===== src/rtl/mult_rr_arbiter.sv =====
// Two-requester front end for a shared pipelined multiplier: arbitrates, issues registered
// operands, tracks each op with a tag pipeline and routes products back. MULT_ARB_FIXED_PRIO_EN selects fixed priority.

module mult_rr_rsp_lane #(
  parameter int DW = 8
) (
  input  logic          CLK,
  input  logic          RESETn,
  input  logic          hit,
  input  logic [DW-1:0] mul_out,
  output logic          rsp_valid,
  output logic [DW-1:0] rsp_data
);
  always_ff @(posedge CLK or negedge RESETn) begin
    if (!RESETn) begin
      rsp_valid <= 1'b0;
      rsp_data  <= '0;
    end else begin
      rsp_valid <= hit;
      if (hit) rsp_data <= mul_out;
    end
  end
endmodule

module mult_rr_arbiter #(
  parameter int bw  = 4,
  parameter int LAT = 4
) (
  input  logic            CLK,
  input  logic            RESETn,
  input  logic            req0_valid,
  output logic            req0_ready,
  input  logic [bw-1:0]   req0_A,
  input  logic [bw-1:0]   req0_B,
  input  logic            req1_valid,
  output logic            req1_ready,
  input  logic [bw-1:0]   req1_A,
  input  logic [bw-1:0]   req1_B,
  output logic [bw-1:0]   mul_A,
  output logic [bw-1:0]   mul_B,
  input  logic [2*bw-1:0] mul_out,
  output logic            rsp0_valid,
  output logic [2*bw-1:0] rsp0_data,
  output logic            rsp1_valid,
  output logic [2*bw-1:0] rsp1_data,
  output logic            busy
);
  localparam int DW = 2*bw;

  typedef struct packed {
    logic          vld;
    logic [bw-1:0] a;
    logic [bw-1:0] b;
  } req_t;

  req_t [1:0]          req;
  logic [1:0]          gnt;
  logic                accept;
  logic                gnt_id;
  logic [LAT:0]        vld_pipe;
  logic [LAT:0]        id_pipe;
  logic [1:0]          rsp_valid_v;
  logic [1:0][DW-1:0]  rsp_data_v;

  assign req[0] = {req0_valid, req0_A, req0_B};
  assign req[1] = {req1_valid, req1_A, req1_B};

`ifdef MULT_ARB_FIXED_PRIO_EN
  always_comb begin
    gnt[0] = req[0].vld;
    gnt[1] = req[1].vld & ~req[0].vld;
  end
`else
  // last_grant resets to 1 so requester 0 wins the first contested cycle
  logic last_grant;

  always_comb begin
    gnt[0] = req[0].vld & (~req[1].vld |  last_grant);
    gnt[1] = req[1].vld & (~req[0].vld | ~last_grant);
  end

  always_ff @(posedge CLK or negedge RESETn) begin
    if (!RESETn)     last_grant <= 1'b1;
    else if (accept) last_grant <= gnt_id;
  end
`endif

  assign accept     = |gnt;
  assign gnt_id     = gnt[1];
  assign req0_ready = gnt[0];
  assign req1_ready = gnt[1];

  always_ff @(posedge CLK or negedge RESETn) begin
    if (!RESETn) begin
      mul_A <= '0;
      mul_B <= '0;
    end else if (accept) begin
      mul_A <= req[gnt_id].a;
      mul_B <= req[gnt_id].b;
    end
  end

  // One extra stage beyond LAT: the response register samples mul_out one edge after it settles
  always_ff @(posedge CLK or negedge RESETn) begin
    if (!RESETn) begin
      vld_pipe <= '0;
      id_pipe  <= '0;
    end else begin
      vld_pipe <= {vld_pipe[LAT-1:0], accept};
      id_pipe  <= {id_pipe[LAT-1:0], gnt_id};
    end
  end

  assign busy = |vld_pipe;

  for (genvar i = 0; i < 2; i++) begin : g_lane
    mult_rr_rsp_lane #(.DW(DW)) u_lane (
      .CLK       (CLK),
      .RESETn    (RESETn),
      .hit       (vld_pipe[LAT] & (id_pipe[LAT] == 1'(i))),
      .mul_out   (mul_out),
      .rsp_valid (rsp_valid_v[i]),
      .rsp_data  (rsp_data_v[i])
    );
  end

  assign rsp0_valid = rsp_valid_v[0];
  assign rsp0_data  = rsp_data_v[0];
  assign rsp1_valid = rsp_valid_v[1];
  assign rsp1_data  = rsp_data_v[1];
endmodule


===== config.mk =====
export PLATFORM = sky130hd
export DESIGN_NAME = mult_rr_arbiter
export DESIGN_NICKNAME = d
export VERILOG_FILES = /design/src/rtl/mult_rr_arbiter.sv
export SDC_FILE = /design/constraint.sdc
export NUM_CORES = 1
export LEC_CHECK = 0
export BUFFER_PORTS_ARGS = -buffer_cell sky130_fd_sc_hd__buf_2
export CAP_MARGIN = 20
export CORE_MARGIN = 4
export CORE_UTILIZATION = 48
export CTS_CLUSTER_SIZE = 16
export DETAILED_ROUTE_END_ITERATION = 10
export GPL_ROUTABILITY_DRIVEN = 0
export GPL_TIMING_DRIVEN = 0
export HOLD_SLACK_MARGIN = 0.02
export PLACE_DENSITY_LB_ADDON = 0.25
export SLEW_MARGIN = 20
export SYNTH_ARGS = -nofsm -noshare
export SYNTH_HDL_FRONTEND = slang
export SYNTH_HIERARCHICAL = 1
export SYNTH_SLANG_ARGS = --single-unit

===== constraint.sdc =====
create_clock -name CLK -period 3.04 [get_ports CLK]
set_input_delay 0.608 -clock CLK [delete_from_list [all_inputs] [get_ports CLK]]
set_output_delay 0.608 -clock CLK [all_outputs]
set_load 0.1 [all_outputs]

# Yosys cells after proc, flatten, opt, wreduce, memory -nomap -nowiden

Cells that the tools add are included.

Order comparisons: 1
Muxes and demuxes: 2
Bitwise gates (word level): 10
Reductions and logical operators: 2

Operator list:

| cell                                               | number |
|---|---|
| two-way mux 8 bit                                  | 2 |
| OR reduction 5 bit                                 | 1 |
| AND 1 bit                                          | 4 |
| inverter 1 bit                                     | 4 |
| < comparator 1 x 2 -> 1 bit, second input constant | 1 |
| bitwise OR 1 bit                                   | 2 |
| OR reduction 2 bit                                 | 1 |

Flip-flop bits (word level): 37
Bits of input ports: 28
Output and inout port bits: 29
Word-level logic and storage cells: 24

# Depth between registers and ports, before layout

Word-level depth: 5
Depth in mapped cells: 4
Gate-level depth less buffers: 3

# Modules after synthesis

The synthesis kept the hierarchy.

Modules (own cells, without submodules):

| module           | times used | cells an instance | area each (um^2) | seq. area each (um^2) |
|---|---|---|---|---|
| mult_rr_arbiter  | 1          | 66                | 867.1            | 476.7 |
| mult_rr_rsp_lane | 2          | 18                | 356.6            | 225.2 |

# Worst setup path before layout

No wires, ideal clock.

Path type: input -> output
From: in req1_valid
To: out req1_ready
Arrival: 2.996 ns
Data required time: 2.432 ns
Slack: -0.564 ns
Stages: 2
Buffers on the path: 1
Cells stage by stage: buf_2 > a21boi_0

Cells in the longest elaborated chain, start to end: 1

Ends and longest elaborated chain:

| what               | RTL line | source |
|---|---|---|
| start: declaration | 35       | `input logic req1_valid,` |
| AND 1 bit          | 79       | `gnt[1] = req[1].vld & (~req[0].vld \| ~last_grant);` |
| end: declaration   | 36       | `output logic req1_ready,` |

Every way passes these cells.

# Worst setup path after layout

From: reg last_grant
To: out req0_ready

Cells in the longest elaborated chain, start to end: 2

Ends and longest elaborated chain:

| what                     | RTL line | source |
|---|---|---|
| start: declaration       | 75       | `logic last_grant;` |
| start signal: assignment | 84       | `else if (accept) last_grant <= gnt_id;` |
| bitwise OR 1 bit         | 78       | `gnt[0] = req[0].vld & (~req[1].vld \| last_grant);` |
| AND 1 bit                | 78       |  |
| end: declaration         | 32       | `output logic req0_ready,` |

Every way passes these cells.

==> results.txt <==
----------------------------------------------------
[Outcome]
  Status ... finished clean

[Synthesis]
  Adder and majority gate portion of the synthesized area ... 0
  Fraction of registers with async set or reset after synthesis ... 1.00
  Gate count of the mapped netlist ... between 100 and 150
  Count leader, synth ... sky130_fd_sc_hd__dfrtp_1
  EDFF count, synth ... 0
  Multiplexer share of the synthesized area ... 0.152
  Number of synthesized register bits ... 37
  Flip-flop cell with the highest count after synthesis ... sky130_fd_sc_hd__dfrtp_1
  Sequential-to-total area share from yosys stat ... 0.587
  Leading post-synthesis cells by cell area ... sky130_fd_sc_hd__dfrtp_1 (57%), sky130_fd_sc_hd__mux2_4 (15%), sky130_fd_sc_hd__o32ai_2 (8.2%)
  Combinational family with the most area after synthesis ... compound AO/OA/AOI/OAI gates
  Post-synth top area share ... 0.570
  Number of warnings reported in the yosys synthesis log ... 6
  Post-synthesis instance area ... 1580 um^2
  Post-synth top area cell ... sky130_fd_sc_hd__dfrtp_1
  Number of distinct library cells after synthesis ... 20
  Synthesized-area fraction occupied by xor and xnor cells ... 0
  Synth top cells by count ... sky130_fd_sc_hd__dfrtp_1 (36), sky130_fd_sc_hd__mux2_4 (16)
  Syn_nets ... 130
  Area share of and/or/nand/nor cells after synthesis ... 0.0649
  Avg Synthesized Cell Area ... 15.5 um^2
  Fraction of the mapped netlist area in compound gates ... 0.162

[Flow run]
  Count of max-cap constraint violations ... 0

[Timing]
  Unrepaired setup endpoints after global routing ... no
  Share of the cycle needed by the critical path after routing ... 0.757
  Worst-case hold slack ... ~350 ps
  Worst slew margin relative to its limit ... 0.476
  TNS Setup ... 0 ps
  Endpoints failing setup ... 0
  Skew final ... around 11 ps
  Final critical path time including I/O delays and setup ... around 2300 ps
  Slew at the pin with the worst max-slew slack ... ~790 ps
  Max-slew violation count ... 0
  Upper clock frequency limit ... 435 MHz
  Hold Vio Cnt, Final ... 0

[Cells and area]
  Nets ... just under 200
  Total area of multi-input combinational cells ... approximately 600 um^2
  Layout cells sized above 1 ... 0.633
  Fillers ... approximately 260
  Synthesis-to-finish area growth ... 25.7%
  Antenna cell count ... 0
  Flip-flop and latch area ... 927 um^2

[Routing]
  Total via count in the routed design ... approximately 1,000
  # DRC ... 0
  Routed length per placed instance ... around 15 um
  DRT antenna net count ... 0
  Count of TritonRoute iterations in the first routing pass ... 3
  Avg Vias per Cell ... slightly below 5
  Number of DRC markers after the initial detailed-route iteration ... 25
  Total detailed-routing wirelength ... about 3200 um

[Critical path]
  Critical path capture point type ... output pin
  Critical Path, Cell by Cell ... and2b_1 > buf_6 > nor2_1 > buf_2
  Worst reg2reg endpoint ... mul_A[3]
  Data arrival time of the worst path ... ~1700 ps
  CP Launch Point ... last_grant
  Worst r2r src ... last_grant
  Worst Setup EP ... req0_ready
  Data required time of the worst path ... about 2400 ps
  Worst R2R Path Depth ... 4
  Setup slack of the worst register-to-register path ... ~1800 ps
  Slowest cell delay on critical path ... 540 ps
  Worst-path fanout max ... 10
  Crit Path Category ... reg -> out
  Slowest cell on the critical path ... sky130_fd_sc_hd__dfstp_2
  Worst Setup Start Kind ... flip-flop

[GRT]
  Via count of the first global-routing pass ... 1,128
  Gr ovfl total ... 0
  Global-route wire length before repair ... roughly 5200 um
  Overall fraction of global-route tracks in use ... 0.162
  Largest net degree at the start of global routing ... 38
  Antenna violations before repair ... 0

[Power and ir drop]
  Psw ... around 710 uW
  Total leakage power ... 0.953 nW
  Max rail drop VDD ... around 0.00042 V
  Total power divided by cell area ... between 700 and 800 nW/um^2
  Reg power frac ... 0.381
  Combinational fraction of design power ... 0.432
  P_int ... 834 uW
  Clock network power share ... 0.186
  Fraction of power spent switching nets ... 0.458

[Clock network]
  Reg clk slew, reported paths ... ~110 ps
  CTS Buffer Depth ... 2
  Count of buffers added by post-CTS timing repair for setup ... 0
  CTS Root Cell ... sky130_fd_sc_hd__clkbuf_4
  Clk_lat worst skew ... 330 ps
  Clock buffers created by TritonCTS ... 5
  CTS tree ... built
  Number of sinks driven by the clock tree ... 37
  H-tree depth ... 2
  Quantity of hold-fixing buffers added after cts ... 0
  Resize count post-CTS ... 0

[Floorplan]
  Full die area ... between 4000 and 5000 um^2
  Die height ... between 60 and 70 um
  Cell Rows ... 20
  Die extent in x ... around 65 um
  Top-level port count ... 57
  Core area ... 3100 um^2
  Initial Util ... 0.509

[Hold path]
  Worst hold-check path type ... in -> async

[Placed design]
  Final HPWL from detailed placement ... between 2000 and 2500 um
  PortBufs ... 56

----------------------------------------------------
==> metrics by stage <==
step,setup slack [ps],cells,area (um^2),util,power [mW]
4_1_cts,719,210,1990,0.640,1.55
3_5_place_dp,726,202,1920,0.617,1.27
5_1_grt,651,210,1990,0.640,1.61
6_report,739,210,1990,0.640,1.54
3_3_place_gp,748,202,1920,0.617,1.26
2_1_floorplan,180,102,1580,-,1.15
==> placed cells by master, fill, tap and decap left out, drive strengths merged <==
cell type and count:
a21boi 1, a21o 1, a21oi 8, and2 1, and2b 1, buf 62, clkbuf 7, clkinv 1
dfrtp 36, dfstp 1, inv 1, mux2 16, nand2 1, nor2 2, nor2b 1, nor3 1
o21ai 8, o32ai 8, or2 1, or2b 8
==> critical path, delay by kind of cell (launching register included) <==
family / cells / cell delay, ps
buf+inv: 2 / 570
flops: 1 / 540
simple gates: 2 / 260
==> sequential cells by signal, indices dropped and copies added, names as in the netlist <==
name / cells
g_lane.u_lane/rsp_valid: 2
mul_A: 4
g_lane.u_lane/rsp_data: 16
vld_pipe: 5
id_pipe: 5
mul_B: 4
last_grant: 1
==> area by class of cell <==
class                   count  share of cell area
repair buffers             56               0.141
well taps                  44              0.0277
clock inverters             1             0.00252
flip-flops and latches     37               0.467
multi-input cells          58               0.301
inverters                   1             0.00189
clock buffers               7              0.0328
plain buffers               6              0.0258
==> routing by layer <==
layer  up-vias  share of wire  track usage
li1        492              -            -
met5         -              0            0
met1       505           0.42        0.193
met4         0         0.0054       0.0466
met3         2          0.068       0.0530
met2        41           0.50        0.279
==> how the worst min path moves through the flow <==
stage	endpoint	slack, ps	cells after the start
after floorplan	g_lane[0].u_lane/rsp_data[0]	310	0
after global placement	id_pipe[4]	340	0
after detailed placement	id_pipe[1]	340	0
after CTS	g_lane[1].u_lane/rsp_data[6]	370	1
after global routing	id_pipe[2]	380	0
final	g_lane[1].u_lane/rsp_data[6]	350	1
==> power groups by stage <==
stage	Sequential (mW)	Clock (mW)	Combinational [mW]
global placement	0.593	0	0.662
finish	0.587	0.287	0.665
CTS	0.587	0.296	0.671
detailed placement	0.597	0	0.668
floorplan	0.987	0	0.160
global route	0.595	0.328	0.686
==> kinds of logic (layout without fill, tap and decap cells) <==
kind of cell,Yosys count,after routing
simple gates,16,16
compound gates,26,26
buf+inv,7,71
mux,16,16
flops,37,37
Power figures use the tool's default switching activity.
